**src/rtl/ahb_slave_itfc_gen2.sv**
```systemverilog
// ahb_slave_itfc_gen2
//   AHB slave front end of the AHB-to-APB bridge. Decodes NUM_SLV equal
//   address windows starting at BASE_ADDR. Flags mapped, active transfers
//   on `valid` and drives a one-hot window select. It also delays
//   Haddr/Hwdata/Hwrite by PIPE_DEPTH clocks for the bridge APB FSM.
//
//   Optional feature macro: ERR_RESP_EN
//     defined   - unmapped active transfers get a two-cycle AHB ERROR
//                 response, and a saturating counter tallies them.
//     undefined - Hresp tied OKAY, Hreadyout tied 1, err_cnt tied 0.
//                 Unmapped transfers are silently dropped.
//
// Ports
//   Hclk, Hreset          clock, asynchronous active-high reset
//   Hwrite, Hreadyin,     AHB request side
//   Htrans, Haddr, Hwdata
//   Hreadyout, Hresp      AHB response side
//   valid, tempselx       combinational decode results for the APB FSM
//   Haddr_p, Hwdata_p,    request fields delayed PIPE_DEPTH clocks
//   Hwrite_p
//   err_cnt               saturating count of unmapped active transfers
module ahb_slave_itfc_gen2 #(
  parameter int                ADDR_W        = 32,
  parameter int                DATA_W        = 32,
  parameter int                NUM_SLV       = 3,
  parameter logic [ADDR_W-1:0] BASE_ADDR     = 32'h8000_0000,
  parameter int                SLV_SIZE_LOG2 = 26,
  parameter int                PIPE_DEPTH    = 2,
  parameter int                CNT_W         = 8
) (
  input  logic               Hclk,
  input  logic               Hreset,
  input  logic               Hwrite,
  input  logic               Hreadyin,
  input  logic [1:0]         Htrans,
  input  logic [ADDR_W-1:0]  Haddr,
  input  logic [DATA_W-1:0]  Hwdata,
  output logic               Hreadyout,
  output logic [1:0]         Hresp,
  output logic               valid,
  output logic [NUM_SLV-1:0] tempselx,
  output logic [ADDR_W-1:0]  Haddr_p,
  output logic [DATA_W-1:0]  Hwdata_p,
  output logic               Hwrite_p,
  output logic [CNT_W-1:0]   err_cnt
);

  // Limit is held one bit wider so a top window ending at 2**ADDR_W
  // does not wrap to zero.
  localparam logic [ADDR_W:0] WIN_SPAN = (ADDR_W+1)'(NUM_SLV) << SLV_SIZE_LOG2;
  localparam logic [ADDR_W:0] LIMIT    = {1'b0, BASE_ADDR} + WIN_SPAN;

  logic              mapped;
  logic              active;
  logic [ADDR_W-1:0] win_idx;

  assign mapped  = ({1'b0, Haddr} >= {1'b0, BASE_ADDR}) && ({1'b0, Haddr} < LIMIT);
  assign active  = Htrans[1];  // NONSEQ (10) or SEQ (11)
  assign valid   = Hreadyin & active & mapped;
  assign win_idx = (Haddr - BASE_ADDR) >> SLV_SIZE_LOG2;

  always_comb begin
    tempselx = '0;
    for (int unsigned i = 0; i < NUM_SLV; i++) begin
      tempselx[i] = mapped && (win_idx == ADDR_W'(i));
    end
  end

  // ---------------------------------------------------------------------
  // Request pipeline: free-running shift register, one stage per clock.
  // ---------------------------------------------------------------------
  logic [ADDR_W-1:0] addr_q  [PIPE_DEPTH];
  logic [DATA_W-1:0] data_q  [PIPE_DEPTH];
  logic              write_q [PIPE_DEPTH];

  always_ff @(posedge Hclk or posedge Hreset) begin
    if (Hreset) begin
      for (int unsigned i = 0; i < PIPE_DEPTH; i++) begin
        addr_q[i]  <= '0;
        data_q[i]  <= '0;
        write_q[i] <= 1'b0;
      end
    end else begin
      addr_q[0]  <= Haddr;
      data_q[0]  <= Hwdata;
      write_q[0] <= Hwrite;
      for (int unsigned i = 1; i < PIPE_DEPTH; i++) begin
        addr_q[i]  <= addr_q[i-1];
        data_q[i]  <= data_q[i-1];
        write_q[i] <= write_q[i-1];
      end
    end
  end

  assign Haddr_p  = addr_q[PIPE_DEPTH-1];
  assign Hwdata_p = data_q[PIPE_DEPTH-1];
  assign Hwrite_p = write_q[PIPE_DEPTH-1];

`ifdef ERR_RESP_EN
  // ---------------------------------------------------------------------
  // Two-cycle ERROR response: ERR1 stalls (HREADYOUT low), ERR2 completes.
  // A new unmapped transfer seen in ERR2 re-enters ERR1 back-to-back.
  // ---------------------------------------------------------------------
  typedef enum logic [1:0] {IDLE, ERR1, ERR2} err_state_t;

  err_state_t state, state_nxt;
  logic       err_hit;

  assign err_hit = Hreadyin & active & ~mapped;

  always_ff @(posedge Hclk or posedge Hreset) begin
    if (Hreset) state <= IDLE;
    else        state <= state_nxt;
  end

  always_comb begin
    state_nxt = state;
    unique case (state)
      IDLE:    state_nxt = err_hit ? ERR1 : IDLE;
      ERR1:    state_nxt = ERR2;
      ERR2:    state_nxt = err_hit ? ERR1 : IDLE;
      default: state_nxt = IDLE;
    endcase
  end

  always_comb begin
    Hreadyout = (state != ERR1);
    Hresp     = (state == IDLE) ? 2'b00 : 2'b01;
  end

  // Inputs are ignored during ERR1, so only IDLE/ERR2 hits are counted.
  always_ff @(posedge Hclk or posedge Hreset) begin
    if (Hreset) begin
      err_cnt <= '0;
    end else if (err_hit && (state != ERR1) && (err_cnt != '1)) begin
      err_cnt <= err_cnt + 1'b1;
    end
  end
`else
  assign Hreadyout = 1'b1;
  assign Hresp     = 2'b00;
  assign err_cnt   = '0;
`endif

endmodule

```
**config.mk**
```make
export PLATFORM = sky130hd
export DESIGN_NAME = ahb_slave_itfc_gen2
export DESIGN_NICKNAME = d
export VERILOG_FILES = /design/src/rtl/ahb_slave_itfc_gen2.sv
export SDC_FILE = /design/constraint.sdc
export NUM_CORES = 1
export LEC_CHECK = 0
export ABC_AREA = 1
export CAP_MARGIN = 20
export CELL_PAD_IN_SITES_DETAIL_PLACEMENT = 2
export CELL_PAD_IN_SITES_GLOBAL_PLACEMENT = 2
export CORE_MARGIN = 10
export CORE_UTILIZATION = 26
export CTS_CLUSTER_DIAMETER = 60
export CTS_CLUSTER_SIZE = 14
export DETAILED_ROUTE_END_ITERATION = 10
export PLACE_DENSITY = 0.76
export SYNTH_ARGS = -nofsm -noshare
export SYNTH_HDL_FRONTEND = slang
export SYNTH_SLANG_ARGS = --single-unit
```
**constraint.sdc**
```tcl
create_clock -name Hclk -period 3.5 [get_ports Hclk]
set_input_delay 0.35 -clock Hclk [delete_from_list [all_inputs] [get_ports Hclk]]
set_output_delay 0.35 -clock Hclk [all_outputs]
set_load 0.1 [all_outputs]
```
==> qor.yml <==
synthesis:
  synth_area_um2: 3905
  synth_top_area_share_pct: 83.31
  ys_ff_latch: 130
  yosys.cell_types.count: 8
  synth_area_leaders: "dfrtp_1, buf_4, nand2_1, inv_1, nor2_1"
  post-synth-top-area-cell: "dfrtp_1"
  syn_inst: 227
  ys_seq_area_share_pct: 83.31
  syn_area_per_cell_um2: 17.20
  yosysWarnings: 0
power_and_ir_drop:
  p_per_area_nw_per_um2: 685.6
  worst_ir_drop_vdd_mv: 0.3022
  leakagePower_nw: 2.438
placement:
  io_buffers: 137
  place_inst: 484
  preCtsSetupSlack_ns: 1.636
  place.gp.congestion: 0.6860
  dp_hpwl_um: 6541
min_path:
  hold_start: "addr_q[58]"
  worstHoldEndpoint: "Haddr_p[26]"
  hold_depth: 0
  hold_path_class: "register to register"
floorplanning:
  boundaryPins: 150
  start_util_pct: 26.67
  fp.dieW_um: 142.6
  coreArea_um2: 14640
  dieArea_um2: 20320
  rows: 44
  die_h_um: 142.6
setup_path:
  worstPathBufferInverterCount: 1
  crit_family: "buffers and inverters"
  critPathLaunchType: "register"
  crit_required_ns: 3.15
  slowest_stage: "clkdlybuf4s50_1"
  reg2reg_to: "Hwdata_p[6]"
  timing.rr.start: "data_q[38]"
  crit_chain: "clkdlybuf4s50_1"
  slowest_delay_ns: 1.17
  rrSetupSlack_ns: 3.01
  reg2regPathDepth: 0
  cp_data_arrival_time_ns: 1.91
  crit_path_max_fanout: 1
  cp-end-kind: "output pin"
  criticalPathCategory: "register to output pin"
grt:
  track_usage_pct: 8.786
  grt_pass1_wl_um: 12970
  grt.overflow.total: 0
  grt_max_degree: 65
  grt_pass1_vias: 2288
  antenna_found_initial: 1
sta:
  fin_worst_skew_ns: 0.005450
  setup_tns_ns: 0
  finalSetupViolations: 0
  finalHoldViolations: 0
  slew_headroom_pct: 31.15
  timing.final.crit_share_pct: 64.50
  holdWs_ns: 0.3447
  setup_ws_ns: 1.243
  fmax_mhz: 443.0
  min_period_ns: 2.257
  tightest_slew_ns: 1.030
  final-max-slew-violation-count: 0
  rsz0062_at_grt: "no"
clock_network:
  ctsHoldBuffers: 0
  cts_tree: "done"
  cts_root_buf: "clkbuf_16"
  htreeDepth: 4
  cts_made_buffers: 17
  clk_path_buf_depth: 2
  path_clk_slew_ns: 0.05
  ctsResizeCount: 0
  clk_latency_ns: 0.40
  cts.sinks: 130
  postCtsSetupBuffers: 0
flow_run:
  max_cap_violations: 0
outcome:
  status: "finished, final reports clean"
route:
  final_antenna_net_count: 0
  post_drt_wl_per_cell_um: 16.74
  post-route-drc-count: 0
  routed_wl_um: 8588
  drt_iter0_markers: 58
  viasPerCell: 3.602
  vias: 1848
  drtPass1Iterations: 2
layout:
  diodes: 0
  final_core_util_pct: 38.05
  drive_above_1_share_pct: 11.25
  areaGrowthSynthToFinish_pct: 42.68
  layout.nets: 389
  final_cells: 513
## sequential cells by signal, indices dropped and copies added (netlist names)
name	flops
addr_q	32
Hwdata_p	32
Hwrite_p	1
data_q	32
Haddr_p	32
write_q	1
## layout by cell type (no fill, tap or decap), drive strengths merged
master         instances
nor2                   6
nand2                  7
clkdlybuf4s50        133
inv                    5
dfrtp                130
conb                  11
bufinv                 1
nand3                  1
clkinvlp               2
clkbuf                25
clkinv                 2
buf                    6
## synth_stat cells
library cell	instances
conb_1	2
dfrtp_1	130
buf_4	75
nand3_1	1
nor2_1	4
nor2_2	2
inv_1	6
nand2_1	7
## per-layer routing
| metal | vias to the layer above | share of wire (%) | track usage [%] |
|---|---|---|---|
| met4 | 2 | 1.3 | 3.583 |
| met3 | 14 | 14 | 6.976 |
| met2 | 96 | 51 | 14.69 |
| met5 | - | 0.15 | 0 |
| li1 | 783 | - | - |
| met1 | 953 | 33 | 7.659 |
## cells by family after synthesis
family,count (synthesis),share of synthesized area (%)
flops,130,83.31
other cells,2,0.1923
simple gates,14,1.506
buf+inv,81,15.00
## area by class of cell
type | instances | area (um2)
Sequential cell | 130 | 3253
Inverter | 6 | 26.28
Clock buffer | 25 | 525.5
Clock inverter | 4 | 47.55
Timing Repair Buffer | 139 | 1389
Fill cell | 1463 | 9072
Multi-Input combinational cell | 25 | 100.1
Tap cell | 184 | 230.2
## where the power goes
part           internal, mW  leakage (nW)  switching [mW]
combinational         0.134         0.640           0.411
sequential             1.58          1.51          0.0209
clock                  1.09         0.283           0.579
total                  2.81          2.44            1.01
## through the flow
step	power [mW]	area [um2]
6_report	3.820	5572
5_1_grt	3.980	5572
4_1_cts	3.890	5572
3_5_place_dp	2.181	4999
3_3_place_gp	2.170	4999
2_1_floorplan	2.059	3943
## how the worst max path moves through the flow
stage,from,end,slack [ns],cells after the start
after floorplan,Haddr[29],tempselx[0],1.34,3
after global placement,Hwdata_p[19],Hwdata_p[19],1.66,1
after detailed placement,Haddr[31],tempselx[1],1.64,6
after CTS,Haddr_p[0],Haddr_p[0],1.19,1
after global routing,Haddr_p[0],Haddr_p[0],1.15,1
final,Haddr_p[0],Haddr_p[0],1.24,1
No activity file was read; power rests on OpenSTA's default activity.
==> RTL change (same flow settings) <==
The option `ERR_RESP_EN` is turned on by a define.
--- a/src/rtl/ahb_slave_itfc_gen2.sv
+++ b/src/rtl/ahb_slave_itfc_gen2.sv
@@ -19,6 +19,8 @@
 //   Haddr_p, Hwdata_p,    request fields delayed PIPE_DEPTH clocks
 //   Hwrite_p
 //   err_cnt               saturating count of unmapped active transfers
+`define ERR_RESP_EN
+
 module ahb_slave_itfc_gen2 #(
   parameter int                ADDR_W        = 32,
   parameter int                DATA_W        = 32,
Formal check against the unedited RTL: not equivalent (a bounded check fails within 4 cycles, from zero or initial values and one cycle with Hreset high).
==> RTL change against the unedited design <==
Fmax down 8.1%; synthesized area up 13%; sequential cell count up 10; first-iteration DRC count up 31%; largest cell class unchanged; count of clock-buffer cells in the layout down 3; design area up 12%; core utilization down 0.35 points; register-to-register slack worse by 0.96 ns; total power up 10%; worst setup slack worse by 0.20 ns; wire length up 23%; synthesized cell count up 25%; cell count up 20%.
==> RTL change: results (changes against the unedited design) <==
stage;metric;value;unit;change
run_status;status;finished, final reports clean;;
yosys;synth_seq_area_share;0.797;;-0.0363
power;vdd_drop_max;0.491;mV;+62%
yosys;postSynthAreaPerCell;15.5;um2;-9.7%
global_route;antenna_found_initial;0;;-1
setup_path;reg2reg_depth;8;;+8
cells_and_area;finalNonFillerCells;618;;+20%
routing;vias;2265;;+23%
yosys;synthXorXnorAreaFrac;0.00797;;+0.00797
sta;slew_headroom;0.286;;-0.0252
setup_path;reg2reg_from;err_cnt[0];;
sta;fin_worst_skew;0.00550;ns;+0.0000472 ns
cells_and_area;drive_above_1_share;0.131;;+0.0182
power;power.leakage;2.74;nW;+12%
power;p_int;0.00294;W;+4.8%
placement;postPlaceCellArea;5690;um2;+14%
setup_path;worst_ep_arrival_time;2.11;ns;+0.20 ns
placement;io_buffers;147;;+7.3%
hold_path;whs_endpoint;Hwdata_p[5];;
global_route;grt_max_degree;55;;-15%
cells_and_area;fillCellCount;1680;;+15%
power;combPwrFrac;0.182;;+0.039
power;pwr-share-clk;0.398;;-0.040
setup_path;r2r_slack;2.05;ns;-0.96 ns
global_route;grt_pass1_wl;16100;um;+24%
setup_path;cp_max_fo;4;;+3
routing;dr.first_iter.drc_count;76;;+31%
yosys;synthAdderAreaFrac;0.00285;;+0.00285
==> RTL change: cell types whose count changed after synthesis, sizes merged, moves of 2 or more <==
cell / change
nand2: +32
buf: -10
dfrtp: +10
inv: +7
nand3: +4
nor2: +3
xor2: +3
nand3b: +2
nor4: +2
==> RTL change: cell families after synthesis <==
| logic type | Yosys count |
|---|---|
| adders and majority gates | 1 |
| and+or+nand+nor | 59 |
| buffers and inverters | 78 |
| other | 1 |
| xor gates and xnor gates | 4 |
| DFF | 140 |
==> RTL change: critical path: stages, from the launching register on <==
cell             delay [ns]
dfrtp_1                0.40
nand2_2                0.14
clkdlybuf4s50_1        1.16
==> RTL change: routing by layer <==
layer,track usage,wire (um),vias to the layer above
met4,0.0321,94,0
met3,0.0631,1190,9
li1,-,-,1003
met5,0,0,-
met1,0.0963,3820,1155
met2,0.162,5470,98
==> RTL change: worst max-delay path by stage <==
| stage | start | end | slack [ns] | depth (start not counted) |
|---|---|---|---|---|
| floorplan | Haddr[29] | tempselx[0] | -0.31 | 3 |
| global placement | state[0] | Hreadyout | 1.47 | 2 |
| detailed placement | Haddr[29] | tempselx[0] | 1.33 | 5 |
| CTS | state[0] | Hreadyout | 1.01 | 2 |
| global route | state[1] | Hreadyout | 0.96 | 3 |
| finish | state[0] | Hreadyout | 1.04 | 2 |
==> RTL change: cell type report <==
| cell class | count | area, um2 | area share |
|---|---|---|---|
| multi-input cells | 65 | 357 | 0.0570 |
| well taps | 220 | 275 | 0.0440 |
| repair buffers | 149 | 1500 | 0.240 |
| clock buffers | 22 | 474 | 0.0759 |
| inverters | 13 | 52.6 | 0.00841 |
| clock inverters | 9 | 87.6 | 0.0140 |
| flip-flops and latches | 140 | 3500 | 0.560 |
